===== src/rtl/pin_programmer_if.sv =====
// Switch/button/tick inputs and display/PIN outputs of the safe's PIN programmer.
interface pin_programmer_if;
  logic       tick;
  logic       enable;
  logic [3:0] switches;
  logic       save_n;
  logic       action_n;
  logic [4:0] digit1, digit2, digit3, digit4;
  logic [3:0] blink;
  logic [4:0] pin1, pin2, pin3, pin4;
  logic       pin_we;
  logic       busy;

  modport master (
    output tick, enable, switches, save_n, action_n,
    input  digit1, digit2, digit3, digit4, blink, pin1, pin2, pin3, pin4, pin_we, busy
  );

  modport slave (
    input  tick, enable, switches, save_n, action_n,
    output digit1, digit2, digit3, digit4, blink, pin1, pin2, pin3, pin4, pin_we, busy
  );
endinterface


===== src/rtl/pin_programmer.sv =====
// Double-entry PIN programmer: enter a 4-digit PIN twice, commit on match.
// Optional inactivity abort is built when PIN_PROG_TIMEOUT_EN is defined.
module pin_programmer #(
  parameter int DEFAULT_PIN1 = 1,
  parameter int DEFAULT_PIN2 = 2,
  parameter int DEFAULT_PIN3 = 3,
  parameter int DEFAULT_PIN4 = 4,
  parameter int ERR_HOLD     = 3
`ifdef PIN_PROG_TIMEOUT_EN
  , parameter int TIMEOUT    = 10
`endif
) (
  input logic            clock,
  input logic            reset_n,
  pin_programmer_if.slave bus
);

  typedef enum logic [2:0] {IDLE, ENTER1, ENTER2, COMMIT, ERROR} state_t;

  state_t          state, state_next;
  logic            save_prev, action_prev;
  logic            save_press, action_press, save_ok, in_entry;
  logic            cmp_pending, match, timeout_hit;
  logic [1:0]      cursor;
  logic [3:0]      cur_bit, blink, err_cnt;
  logic [3:0][4:0] digits, pins;
  logic [3:0][3:0] entry, first_buf;

  assign save_press   = save_prev & ~bus.save_n;
  assign action_press = action_prev & ~bus.action_n;
  assign save_ok      = save_press && (bus.switches <= 4'd9);
  assign in_entry     = (state == ENTER1) || (state == ENTER2);
  assign cur_bit      = 4'b0001 << cursor;
  assign match        = (first_buf == entry);

`ifdef PIN_PROG_TIMEOUT_EN
  logic [7:0] idle_ticks;

  assign timeout_hit = in_entry && !cmp_pending && bus.tick &&
                       (idle_ticks == 8'(TIMEOUT - 1));

  always_ff @(posedge clock) begin
    if (!reset_n)
      idle_ticks <= '0;
    else if (state_next != state && (state_next == ENTER1 || state_next == ENTER2))
      idle_ticks <= '0;
    else if (in_entry && save_press)
      idle_ticks <= '0;
    else if (in_entry && bus.tick)
      idle_ticks <= idle_ticks + 8'd1;
  end
`else
  assign timeout_hit = 1'b0;
`endif

  // NOTE: sequential state uses non-blocking assignments so every register samples pre-edge values.
  always_ff @(posedge clock) begin
    if (!reset_n) state <= IDLE;
    else          state <= state_next;
  end

  // NOTE: state_next is defaulted first so no path through the case infers a latch.
  always_comb begin
    state_next = state;
    case (state)
      IDLE:   if (action_press && bus.enable) state_next = ENTER1;
      ENTER1, ENTER2: begin
        // Cancel and enable loss outrank a pending compare or a simultaneous save.
        if (!bus.enable || action_press)              state_next = IDLE;
        else if (cmp_pending)                         state_next = match ? COMMIT : ERROR;
        else if (timeout_hit)                         state_next = ERROR;
        else if (save_ok && cursor == 2'd3 && state == ENTER1) state_next = ENTER2;
      end
      COMMIT: state_next = IDLE;
      ERROR: begin
        if (!bus.enable)                                       state_next = IDLE;
        else if (bus.tick && err_cnt == 4'(ERR_HOLD - 1))      state_next = IDLE;
      end
      default: state_next = IDLE;
    endcase
  end

  always_ff @(posedge clock) begin
    if (!reset_n) begin
      save_prev   <= 1'b1;
      action_prev <= 1'b1;
      pins        <= {5'(DEFAULT_PIN4), 5'(DEFAULT_PIN3), 5'(DEFAULT_PIN2), 5'(DEFAULT_PIN1)};
      digits      <= '0;
      blink       <= '0;
      cursor      <= '0;
      cmp_pending <= 1'b0;
      err_cnt     <= '0;
      entry       <= '0;
      first_buf   <= '0;
    end else begin
      save_prev   <= bus.save_n;
      action_prev <= bus.action_n;
      case (state)
        IDLE: if (state_next == ENTER1) begin
          digits <= '0;
          blink  <= '0;
          cursor <= '0;
        end
        ENTER1, ENTER2: begin
          if (state_next == IDLE) begin
            digits      <= '0;
            blink       <= '0;
            cursor      <= '0;
            cmp_pending <= 1'b0;
          end else if (state_next == ERROR) begin
            digits      <= {4{5'd15}};
            blink       <= '0;
            err_cnt     <= '0;
            cmp_pending <= 1'b0;
          end else if (cmp_pending) begin
            cmp_pending <= 1'b0;
          end else begin
            if (bus.tick) begin
              digits[cursor] <= {1'b0, bus.switches};
              blink          <= (blink & cur_bit) ^ cur_bit;
            end
            if (save_ok) begin
              entry[cursor]  <= bus.switches;
              digits[cursor] <= {1'b0, bus.switches};
              if (cursor != 2'd3) begin
                cursor <= cursor + 2'd1;
              end else if (state == ENTER1) begin
                first_buf <= {bus.switches, entry[2], entry[1], entry[0]};
                digits    <= '0;
                blink     <= '0;
                cursor    <= '0;
              end else begin
                cmp_pending <= 1'b1;
              end
            end
          end
        end
        COMMIT: begin
          for (int k = 0; k < 4; k++) begin
            pins[k]   <= {1'b0, entry[k]};
            digits[k] <= {1'b0, entry[k]};
          end
          blink  <= '0;
          cursor <= '0;
        end
        ERROR: begin
          if (state_next == IDLE) begin
            digits  <= '0;
            err_cnt <= '0;
            cursor  <= '0;
          end else if (bus.tick) begin
            err_cnt <= err_cnt + 4'd1;
          end
        end
        default: ;
      endcase
    end
  end

  assign bus.digit1 = digits[0];
  assign bus.digit2 = digits[1];
  assign bus.digit3 = digits[2];
  assign bus.digit4 = digits[3];
  assign bus.blink  = blink;
  assign bus.pin1   = pins[0];
  assign bus.pin2   = pins[1];
  assign bus.pin3   = pins[2];
  assign bus.pin4   = pins[3];
  assign bus.pin_we = (state == COMMIT);
  assign bus.busy   = (state != IDLE);

endmodule


===== src/flat_wrapper.sv =====
// flat-port wrapper written by rule: the top's interface ports become plain ports
module pin_programmer_flat 
#(
  parameter int DEFAULT_PIN1 = 1,
  parameter int DEFAULT_PIN2 = 2,
  parameter int DEFAULT_PIN3 = 3,
  parameter int DEFAULT_PIN4 = 4,
  parameter int ERR_HOLD     = 3

)
  (clock, reset_n, bus_tick, bus_enable, bus_switches, bus_save_n, bus_action_n, bus_digit1, bus_digit2, bus_digit3, bus_digit4, bus_blink, bus_pin1, bus_pin2, bus_pin3, bus_pin4, bus_pin_we, bus_busy);
  pin_programmer_if bus_i ();
  input logic clock;
  input logic reset_n;
  input wire logic [$bits(bus_i.tick)-1:0] bus_tick;
  input wire logic [$bits(bus_i.enable)-1:0] bus_enable;
  input wire logic [$bits(bus_i.switches)-1:0] bus_switches;
  input wire logic [$bits(bus_i.save_n)-1:0] bus_save_n;
  input wire logic [$bits(bus_i.action_n)-1:0] bus_action_n;
  output wire logic [$bits(bus_i.digit1)-1:0] bus_digit1;
  output wire logic [$bits(bus_i.digit2)-1:0] bus_digit2;
  output wire logic [$bits(bus_i.digit3)-1:0] bus_digit3;
  output wire logic [$bits(bus_i.digit4)-1:0] bus_digit4;
  output wire logic [$bits(bus_i.blink)-1:0] bus_blink;
  output wire logic [$bits(bus_i.pin1)-1:0] bus_pin1;
  output wire logic [$bits(bus_i.pin2)-1:0] bus_pin2;
  output wire logic [$bits(bus_i.pin3)-1:0] bus_pin3;
  output wire logic [$bits(bus_i.pin4)-1:0] bus_pin4;
  output wire logic [$bits(bus_i.pin_we)-1:0] bus_pin_we;
  output wire logic [$bits(bus_i.busy)-1:0] bus_busy;
  assign bus_i.tick = bus_tick;
  assign bus_i.enable = bus_enable;
  assign bus_i.switches = bus_switches;
  assign bus_i.save_n = bus_save_n;
  assign bus_i.action_n = bus_action_n;
  assign bus_digit1 = bus_i.digit1;
  assign bus_digit2 = bus_i.digit2;
  assign bus_digit3 = bus_i.digit3;
  assign bus_digit4 = bus_i.digit4;
  assign bus_blink = bus_i.blink;
  assign bus_pin1 = bus_i.pin1;
  assign bus_pin2 = bus_i.pin2;
  assign bus_pin3 = bus_i.pin3;
  assign bus_pin4 = bus_i.pin4;
  assign bus_pin_we = bus_i.pin_we;
  assign bus_busy = bus_i.busy;
  pin_programmer #(.DEFAULT_PIN1(DEFAULT_PIN1), .DEFAULT_PIN2(DEFAULT_PIN2), .DEFAULT_PIN3(DEFAULT_PIN3), .DEFAULT_PIN4(DEFAULT_PIN4), .ERR_HOLD(ERR_HOLD)) u_core (.clock(clock), .reset_n(reset_n), .bus(bus_i));
endmodule

===== config.mk =====
export PLATFORM = sky130hd
export DESIGN_NAME = pin_programmer_flat
export DESIGN_NICKNAME = d
export VERILOG_FILES = /design/src/rtl/pin_programmer_if.sv /design/src/rtl/pin_programmer.sv /design/src/flat_wrapper.sv
export SDC_FILE = /design/constraint.sdc
export NUM_CORES = 1
export LEC_CHECK = 0
export BUFFER_PORTS_ARGS = -buffer_cell sky130_fd_sc_hd__buf_2
export CAP_MARGIN = 20
export CORE_MARGIN = 3
export CORE_UTILIZATION = 64
export CTS_BUF_LIST = sky130_fd_sc_hd__clkbuf_8
export DETAILED_ROUTE_END_ITERATION = 10
export PLACE_DENSITY_LB_ADDON = 0.3
export SYNTH_ARGS = -nofsm -noshare
export SYNTH_HDL_FRONTEND = slang
export SYNTH_SLANG_ARGS = --single-unit

===== constraint.sdc =====
create_clock -name clock -period 3.6 [get_ports clock]
set_clock_uncertainty 0.15 [all_clocks]
set_input_delay 0.36 -clock clock [delete_from_list [all_inputs] [get_ports clock]]
set_output_delay 0.36 -clock clock [all_outputs]
set_load 0.01 [all_outputs]

[Word level (Yosys, flattened, before mapping)]
Index checks and enable logic that the tools add are counted.
Cells by class
  equal/unequal tests: 20
  reduce and logical (&&, ||, !) cells: 21
  bitwise gates (word level): 10
  $lt $le $gt $ge: 3
  add/subtract/negate cells: 2
  muxes and demuxes: 59
  shifts and indexed selects: 1
Operators by type and width (count)
  $mux W20: 14
  $pmux W20 S4: 1
  $mux W4: 13
  $bwmux W20: 2
  $mux W3: 7
  $bwmux W16: 1
  $eq A16 B16 Y1: 1
  $mux W2: 8
  $reduce_and A7 Y1: 2
  $pmux W4 S3: 1
  $demux W5 S2: 1
  $pmux W3 S3: 1
  $demux W4 S2: 1
  $pmux W2 S4: 1
  $pmux W4 S2: 1
  $reduce_and A4 Y1: 2
  $eq A3 B1 Y1 const B: 2
  $eq A3 B2 Y1 const B: 2
  $eq A3 B3 Y1 const B: 2
  $logic_and A1 B1 Y1: 6
  $logic_not A3 Y1: 2
  $mux W1: 6
  $ne A2 B1 Y1 const B: 3
  $ne A3 B3 Y1 const B: 2
  other kinds (26): 34
Word-level totals
  word-level logic and storage cells: 139
  output and inout bits: 46
  flip-flop bits (word level): 84
  bits of input ports: 10

[Logic depth before layout (Yosys ltp)]
Gate-level depths: netlist of the first run.
  depth in word-level cells: 22
  depth in mapped cells: 9
  gate-level depth less buffers: 8

[Worst setup path after synthesis of the first run]
OpenSTA, ideal clock, no wires.
  kind: register to register
  start: register u_core.state[1]
  end: register u_core.digits (netlist bit u_core.bus.digit2[2])
  setup slack: 1.466 ns
  path buffers: 3
  data required time: 3.328 ns
  clock period less this slack: 2.134 ns
  data arrival time: 1.862 ns
  setup time: 0.122 ns
  cell stages (with the launch flop): 9
  cells stage by stage: dfxtp_1 buf_4 xnor2_1 or4b_1 buf_2 o21ai_4 buf_6 a31oi_1 a221o_1
On the way
  longest elaborated chain between the ends: 10
  elaborated cells on any way between the ends: 29
  classes of those cells: eq/ne: 9; mux: 14; reduce/logical: 6
RTL lines
  start, declared: line pin_programmer.sv:20  | state_t state, state_next;
  start signal, assigned: line pin_programmer.sv:59  | else state <= state_next;
  $eq A3 B1 Y1
  $logic_and A1 B1 Y1: line pin_programmer.sv:72  | else if (save_ok && cursor == 2'd3 && state == ENTER1) state_next = ENTER2;
  $mux W3: line pin_programmer.sv:72
  $mux W3: line pin_programmer.sv:70  | else if (cmp_pending) state_next = match ? COMMIT : ERROR;
  $mux W3: line pin_programmer.sv:69  | if (!bus.enable || action_press) state_next = IDLE;
  $pmux W3 S3: line pin_programmer.sv:65  | case (state)
  $eq A3 B3 Y1: line pin_programmer.sv:110  | end else if (state_next == ERROR) begin
  $mux W20: line pin_programmer.sv:110
  $mux W20: line pin_programmer.sv:105  | if (state_next == IDLE) begin
  $pmux W20 S4: line pin_programmer.sv:98  | case (state)
  end signal, assigned: line pin_programmer.sv:111  | digits <= {4{5'd15}};
  end signal, assigned by index: line pin_programmer.sv:119  | digits[cursor] <= {1'b0, bus.switches};
  end signal, assigned by index: line pin_programmer.sv:124  | digits[cursor] <= {1'b0, bus.switches};
  end, declared: line pin_programmer.sv:26  | logic [3:0][4:0] digits, pins;
Several ways; a longest one is shown, not always the timed one. The select of a mux whose other input is x is not followed.
A chain may end at the register's enable or synchronous reset.

[Worst setup path after layout of the first run]
  start: register u_core.state[1]
  end: register u_core.entry[4] (netlist bit)
On the way
  longest elaborated chain between the ends: 9
  elaborated cells on any way between the ends: 18
  classes of those cells: eq/ne: 4; mux: 7; bitwise: 2; reduce/logical: 5
RTL lines
  $eq A3 B1 Y1
  $logic_and A1 B1 Y1: line pin_programmer.sv:72
  $mux W3: line pin_programmer.sv:72
  $mux W3: line pin_programmer.sv:70
  $mux W3: line pin_programmer.sv:69
  $pmux W3 S3: line pin_programmer.sv:65
  $eq A3 B3 Y1 or $logic_not A3 Y1 (tied branches): line pin_programmer.sv:110, pin_programmer.sv:105
  $not A1 Y1 (no line)
  $reduce_and A5 Y1 (no line) *
  end signal, assigned by index: line pin_programmer.sv:123  | entry[cursor] <= bus.switches;
  end, declared: line pin_programmer.sv:27  | logic [3:0][3:0] entry, first_buf;
Mark *: on every way between the ends. The rest lies on a longest branch, timed or not.

==> results of run 1 <==
==> sequential cells by signal, summed over array words and instances, names as in the netlist, 3 cells and up <==
register,cells
u_core.bus.blink,4
u_core.bus.digit1,5
u_core.bus.digit2,5
u_core.bus.digit3,5
u_core.bus.digit4,5
u_core.bus.pin1,4
u_core.bus.pin2,4
u_core.bus.pin3,4
u_core.bus.pin4,4
u_core.entry,16
u_core.err_cnt,4
u_core.first_buf,16
u_core.state,3
==> stage by stage <==
step,power (W),setup slack (ns),std cells,util (%),instance area (um2)
after floorplan,0.00102,1.47,493,-,4060
after global placement,0.00103,0.871,576,69.8,4200
after detailed placement,0.00103,0.852,576,69.8,4200
after CTS,0.00182,0.803,592,73.7,4440
after global routing,0.00186,0.622,592,73.7,4440
final,0.00182,0.756,592,73.7,4440
==> power by group through the flow <==
stage	Sequential (W)	Combinational, W	Clock, W
after floorplan	0.000954	0.0000669	0
after global placement	0.000955	0.0000779	0
after detailed placement	0.000955	0.0000787	0
after CTS	0.000933	0.0000794	0.000805
after global routing	0.000934	0.0000874	0.000836
final	0.000933	0.0000823	0.000800
==> metal layers <==
metal  global-route usage (%)  vias up  part of all wire (%)
li1                         -     1777                     -
met1                     43.1     1783                    42
met2                     45.6      211                    45
met3                     4.23       35                   8.9
met4                     14.4        0                   3.3
met5                        0        -                     0
==> area by class of cell <==
cell class	count	share of cell area, %
Sequential cell	84	37.8
Inverter	7	0.591
Clock inverter	7	2.59
Tap cell	75	2.11
Timing Repair Buffer	55	6.42
Multi-Input combinational cell	355	47.6
Clock buffer	9	2.79
==> path summary, 6_finish.rpt <==
check,from,to,slack (ns),depth (start not counted)
worst max register to register,u_core.state[1],u_core.entry[4],0.76,7
worst min register to register,u_core.bus.digit1[4],u_core.bus.digit1[4],0.28,2
worst min-delay path,bus_action_n,u_core.action_prev,0.05,2
worst max-delay path,u_core.state[1],u_core.entry[4],0.76,7
==> Yosys cell counts, types with 2 or more instances <==
cell      instances  share of area, %
nand3b_1          4              0.74
a31oi_1          14               2.2
ha_1              6               1.9
a21boi_1         10               1.9
and2_1            3              0.46
inv_1             6              0.56
nand2_1          96               8.9
o22ai_1           4              0.62
o21ai_0          28               3.5
nor4_1            4              0.62
nand3_1          46               5.7
nand4_1          15               2.3
clkbuf_1         28               2.6
nor2b_1           3              0.46
or3_1             3              0.46
xor2_1           16               3.5
and3_1            4              0.62
nand2b_1          2              0.31
or2_2             2              0.31
buf_2             8              0.99
nor2_1            7              0.65
a21boi_0         28               5.2
buf_4             8               1.5
buf_6             2              0.56
and4_1            3              0.65
a221o_1          16               4.0
dfxtp_1          84                42
a21oi_1          17               2.1
==> kinds of logic (layout without fill, tap and decap cells) <==
family / Yosys count / after routing / share of synthesized area (%)
simple gates: 201 / 201 / 24.6
compound gates: 127 / 127 / 21.8
flops: 84 / 84 / 41.6
buf+inv: 54 / 78 / 6.40
xor+xnor: 17 / 17 / 3.68
fa+ha+maj: 6 / 6 / 1.86
other cells: 1 / 4 / 0.0927
==> worst reg2reg max path: stages (launching register included) <==
cell      delay (ns)
dfxtp_1         0.52
xnor2_1         0.15
or4b_1          0.67
nor3_2          0.59
buf_4           0.31
nand2_1         0.15
nand2_1         0.14
a21boi_1        0.07
==> placed cells by master, fill, tap and decap left out, drive strengths merged, types with 15 or more instances in the layout <==
cell    Yosys  final
nand4      15     15
buf        18     55
a21oi      17     17
o21ai      30     30
a221o      16     16
nand2      96     96
a21boi     38     38
dfxtp      84     84
nand3      46     46
xor2       16     16
==> results.md, run 1 <==
* Post-DR vias/cell at ~6.4
* Tcrit/Tclk final at ~80%
* Max_slew headroom at 55.8%
* Routed via count at 3806
* LEAKAGE at roughly 1.8 nW
* Mapped cell area at 4050 um2
* Register bit total from synthesis at 84
* Root Buffer Master: clkbuf_8
* Status: finished clean
* Share of layout cells above drive strength 1 at 15.7%
* Mean Syn Cell Area at 8.26 um2
* Warnings from Yosys at 0
* Worst endpoint required time at ~3.7 ns
* Slowest stage delay, CP at 0.67 ns
* Crit-path cells: xnor2_1 > or4b_1 > nor3_2 > buf_4 > nand2_1 > nand2_1 > a21boi_1
* Wire per inst at 18.5 um
* Final TNS setup at 0 ns
* Number of remaining DRC errors at 0
* CP Class: reg2reg
* Crit path capture type: flop
* Io pins at 56
* Final hold vios at 0
* Min-Delay Path Class: in2reg
* Gpl congestion at approximately 0.93
* Hold Slack at between 0.04 and 0.05 ns
* Worst-margin pin slew at 0.664 ns
* Max cap viols at 0
* Final Setup Violations at 0
* Unrepaired setup endpoints after global routing: no
* Largest net degree at the start of global routing at 64
* CP dominant cell by count: nand2_1
* Chip Width at 85.5 um
* Top FF cell, synth: dfxtp_1
* Max Root-Sink Buffers at 2
* TritonCTS Buffers at 9
* Combinational power share at 4.5%
* Initial core utilization at 67.2%
* Clock share of power at 44.1%
* Worst skew pair latency at 0.36 ns
* H-tree levels at 3
* Fmax at about 0.35 GHz
* Die area at about 7300 um2
* Row cnt at 28
* Sw frac at 22.2%
* Critical Path Source Type: flop
* CP arrival at 2.94 ns
* Crit path time final at 2.84 ns
* CP Max Fanout at 12
* Postcts setup bufs at 0
* Core area at 6030 um2
* Sequential cell area at ~1700 um2
* Top delay family on crit path: simple AND/OR/NAND/NOR gates
* Initial antenna violation count at 0
* Total GRT Usage at 30.3%
* Mapped Cells at 490
* Vias in the first global route at 3534
* WL final at 10900 um
* CTS tree: yes
* Die height at 85.5 um
* IO Port Bufs at 51
* # nets final at 528
* IR drop worst, VDD at 349 uV
* Layout area overhead at 9.80%
* Seq pwr share at 51.4%
* Multi-input logic area at 2120 um2
* Asr flop ratio synth at 0%
* Global-route wire length before repair at roughly 18000 um
* Clock tree sinks at 84
* GRT Residual Overflow at 0
* Post_cts resized at 0
* First drt pass iteration count at 5
* HPWL Detailed at 7220 um
* Fin. max-slew vios at 0
* Pint at 0.00141 W
* Number of synthesized flops with an enable pin at 0
* PD cells at 409 nW/um2
* ANT nets after route at 0
* Reg clk slew, reported paths at 0.08 ns
* Switch Pwr at 0.000404 W
* N_diodes at 0
* Starting DRT DRC Count at 415
* Library cells used by synthesis at 51
* WP buf/inv at 1
* Sequential fraction of the synthesis area at between 40% and 50%
* Critical-path top delay cell: or4b_1
* Hold Buf Count CTS at 0
* Filler Cells Inserted at 466
Power figures use the tool's default switching activity.
==> run 2, diff against run 1 <==
Settings changed: ABC_AREA from default to 1, CORE_UTILIZATION 64 to 54.
Clock period 3.6 ns to 2.4 ns, I/O delays scaled along.
==> run 2 against run 1 <==
Compared with the run above:
- critical path type unchanged
- largest power group unchanged
- flip-flop and latch count unchanged
- critical endpoint is now u_core.bus.digit2[3]
- synthesized area grew 6.0%
- synthesized cell count grew 33%
- fmax increased by 22%
- total power up 49%
- worst setup slack got worse by 0.68 ns
==> results.md, run 2 <==
* Asr flop ratio synth at 0% (unchanged)
* Initial antenna violation count at 0 (unchanged)
* Crit path capture type: flop
* WL final at 12300 um (+13%)
* Commonest non-fill, non-tap cell in the layout: nand2_1
* Post-Synth XOR/XNOR Area at 0.408% (-3.3 points)
* Die area at 9050 um2 (+24%)
* Critical Path Sink: u_core.bus.digit2[3]
* Number of synthesized flops with an enable pin at 0 (unchanged)
* Reg2reg start: u_core.entry[3]
* Seq pwr share at 52.8% (+1.4 points)
* First drt pass iteration count at 5 (unchanged)
* Status: finished clean
* Final hold vios at 0 (unchanged)
* Adder-cell share of the synthesized area at 1.75% (-0.11 points)
* Hold Slack at 0.0388 ns (-0.00885 ns)
* Io pins at 56 (unchanged)
* Vias in the first global route at 4034 (+14%)
* Mean Syn Cell Area at 6.60 um2 (-20%)
* Tcrit/Tclk final at 96.9% (+18 points)
* Core Util, Final at 67.5% (-6.2 points)
* Worst-margin pin slew at 1.33 ns (+0.667 ns)
* N_diodes at 0 (unchanged)
* Reg clk slew, reported paths at 0.08 ns (about the same)
* Area leader, netlist: dfxtp_1
* Clock share of power at 35.5% (-8.6 points)
* Gpl congestion at 0.940 (+0.62%)
* Chip Width at 95.1 um (+11%)
* Commonest cells in the netlist: nand2_1, dfxtp_1, a21oi_1
* Largest net degree at the start of global routing at 33 (-48%)
* R2R depth at 12 (+5)
* Register-to-register setup slack at 0.07 ns (-0.68 ns)
* Share of layout cells above drive strength 1 at 19.8% (+4.2 points)
* Unrepaired setup endpoints after global routing: yes
* Sequential fraction of the synthesis area at 39.2% (-2.4 points)
* Max Root-Sink Buffers at 2 (unchanged)
* Starting DRT DRC Count at 431 (+3.9%)
* PD cells at 536 nW/um2 (+31%)
* Max_slew headroom at 10.4% (-45 points)
* CP arrival at 2.46 ns (-0.48 ns)
* H-tree levels at 3 (unchanged)
* Combinational power share at 11.7% (+7.2 points)
* Warnings from Yosys at 0 (unchanged)
* Sw frac at 27.0% (+4.8 points)
* Layout area overhead at 17.8%
* GRT Residual Overflow at 0 (unchanged)
* Mapped Cells at 650 (+33%)
* # nets final at 732 (+39%)
* Top Registers: u_core.entry: 16 flops, u_core.first_buf: 16 flops
* Global-route wire length before repair at 18600 um (+5.4%)
* Top-area cell type share of the netlist area at 39.2% (-2.4 points)
* CP Max Fanout at 12 (unchanged)
* HPWL Detailed at 8490 um (+18%)
* Post-synthesis mux area share at 0% (unchanged)
* Post-synthesis compound-gate area fraction at 19.4% (-2.4 points)
* Most common cell in the synthesized netlist: nand2_1
* Initial core utilization at 57.3% (-9.8 points)
* Worst endpoint required time at 2.53 ns (-1.17 ns)
* Critical Path Start: u_core.entry[3]
* Top FF cell, synth: dfxtp_1
* Die height at 95.1 um (+11%)
* Wire per inst at 15.1 um (-18%)
* Synth area leaders: dfxtp_1, nand2_1, a21oi_1
* ANT nets after route at 0 (unchanged)
* Library cells used by synthesis at 35 (-31%)
* Total Power at 0.00271 W (+49%)
* Critical Path Source Type: flop
* Clock tree sinks at 84 (unchanged)
* Switch Pwr at 0.000732 W (+81%)
* Worst skew pair latency at 0.36 ns (about the same)
* Root Buffer Master: clkbuf_8
* Final Setup Violations at 0 (unchanged)
* Commonest cells after routing, fill and taps aside: nand2_1, a21oi_1, dfxtp_1, o21ai_0, inv_1
* Min-Delay Path Class: in2reg
* Largest family of logic cells by synthesized area: simple AND/OR/NAND/NOR gates
* TritonCTS Buffers at 9 (unchanged)
* CP Class: reg2reg
* IR drop worst, VDD at 271 uV (-22%)
* Total GRT Usage at 26.2% (-4.2 points)
* IO Port Bufs at 51 (unchanged)
* Routed via count at 4560 (+20%)
* Number of remaining DRC errors at 0 (unchanged)
* Register bit total from synthesis at 84 (unchanged)
* Simple-Gate Fraction of Synth Area at 29.2% (+4.6 points)
* CTS tree: yes
* Fin. max-slew vios at 0 (unchanged)
* Placed Area at 4670 um2 (+11%)
* Crit path time final at 2.33 ns (-0.519 ns)
* Max cap viols at 0 (unchanged)
* Post-DR vias/cell at 5.56 (-14%)
* Pint at 0.00198 W (+40%)
* Final TNS setup at 0 ns (unchanged)
* Finished layout cell area at 5060 um2 (+14%)
* Row cnt at 31 (+11%)
* LEAKAGE at 2.32 nW (+28%)
* R2r endpoint: u_core.bus.digit2[3]
* Core area at 7490 um2 (+24%)
* Fmax at 0.430 GHz (+22%)
* Mapped cell area at 4290 um2 (+6.0%)
run 2: changes by cell type after synthesis, moves of 10 or more:
cell / previous run / this run
inv_2: 1 / 13
nand4_1: 15 / 3
a21boi_1: 10 / 0
a31oi_1: 14 / 1
clkbuf_1: 28 / 11
xor2_1: 16 / 1
a21oi_1: 17 / 80
nand3_1: 46 / 16
inv_1: 6 / 67
nand2_1: 96 / 194
a221o_1: 16 / 0
a21boi_0: 28 / 0
nor2_1: 7 / 52
o21ai_0: 28 / 70
run 2: how the worst min path moves through the flow:
stage | start | end | slack, ns | cells after the start
floorplan | bus_action_n | u_core.action_prev | 0.20 | 2
global placement | u_core.bus.digit3[4] | u_core.bus.digit3[4] | 0.27 | 2
detailed placement | u_core.bus.digit3[4] | u_core.bus.digit3[4] | 0.28 | 2
CTS | reset_n | u_core.entry[5] | 0.04 | 3
global route | reset_n | u_core.entry[5] | 0.05 | 3
finish | reset_n | u_core.entry[5] | 0.04 | 3
run 2: stage by stage:
step / setup slack (ns) / instances
2_1_floorplan: 0.402 / 653
3_3_place_gp: 0.151 / 793
3_5_place_dp: 0.0563 / 793
4_1_cts: 0.0361 / 811
5_1_grt: -0.0394 / 820
6_report: 0.0745 / 820
run 2: repair_timing:
action / in CTS / in global routing
hold buffers: 2 / 0
setup endpoints to repair: 0 / 51
setup buffers: 0 / 7
endpoints found under the hold margin: 2 / 0
gates resized for setup: 0 / 27
run 2: kinds of logic (layout without fill, tap and decap cells):
group                    Yosys count  after routing
AO/OA/AOI/OAI                    162            162
XOR/XNOR                           2              2
adder cells (fa/ha/maj)            6              6
buffers and inverters            104            170
flip-flops                        84             84
other                              1              4
AND/OR/NAND/NOR                  291            293
run 2: power groups by stage:
stage	sequential (W)	combinational (W)	clock, W
finish	0.00143	0.000317	0.000962
global route	0.00143	0.000348	0.00103
CTS	0.00143	0.000278	0.000971
detailed placement	0.00146	0.000274	0
global placement	0.00146	0.000265	0
floorplan	0.00147	0.000191	0
run 2: worst max-delay path, stage by stage (launching register included):
cell	delay, ns
dfxtp_1	0.42
inv_2	0.06
nand2_1	0.07
nand2_1	0.05
nor2_1	0.09
nand2_1	0.10
nor2_2	0.14
nand2_2	0.10
a21oi_4	0.30
nand2_2	0.27
nand4_4	0.28
nand2_1	0.09
a21oi_1	0.14
run 2: routing by layer:
| metal | track usage [%] | wire [um] | vias to the layer above | part of all wire [%] |
|---|---|---|---|---|
| met5 | 0 | 0 | - | 0 |
| met2 | 44.0 | 5840 | 260 | 47 |
| met1 | 33.2 | 5000 | 2040 | 41 |
| met3 | 4.03 | 1100 | 51 | 8.9 |
| met4 | 11.3 | 399 | 0 | 3.2 |
| li1 | - | - | 2209 | - |
run 2: final cells by class:
class	instances	area, um2
tap	99	124
sequential	84	1700
timing repair buffer	74	458
clock inverter	4	23.8
multi-input combinational	467	2290
clock buffer	12	165
inverter	80	300
fill	636	2430
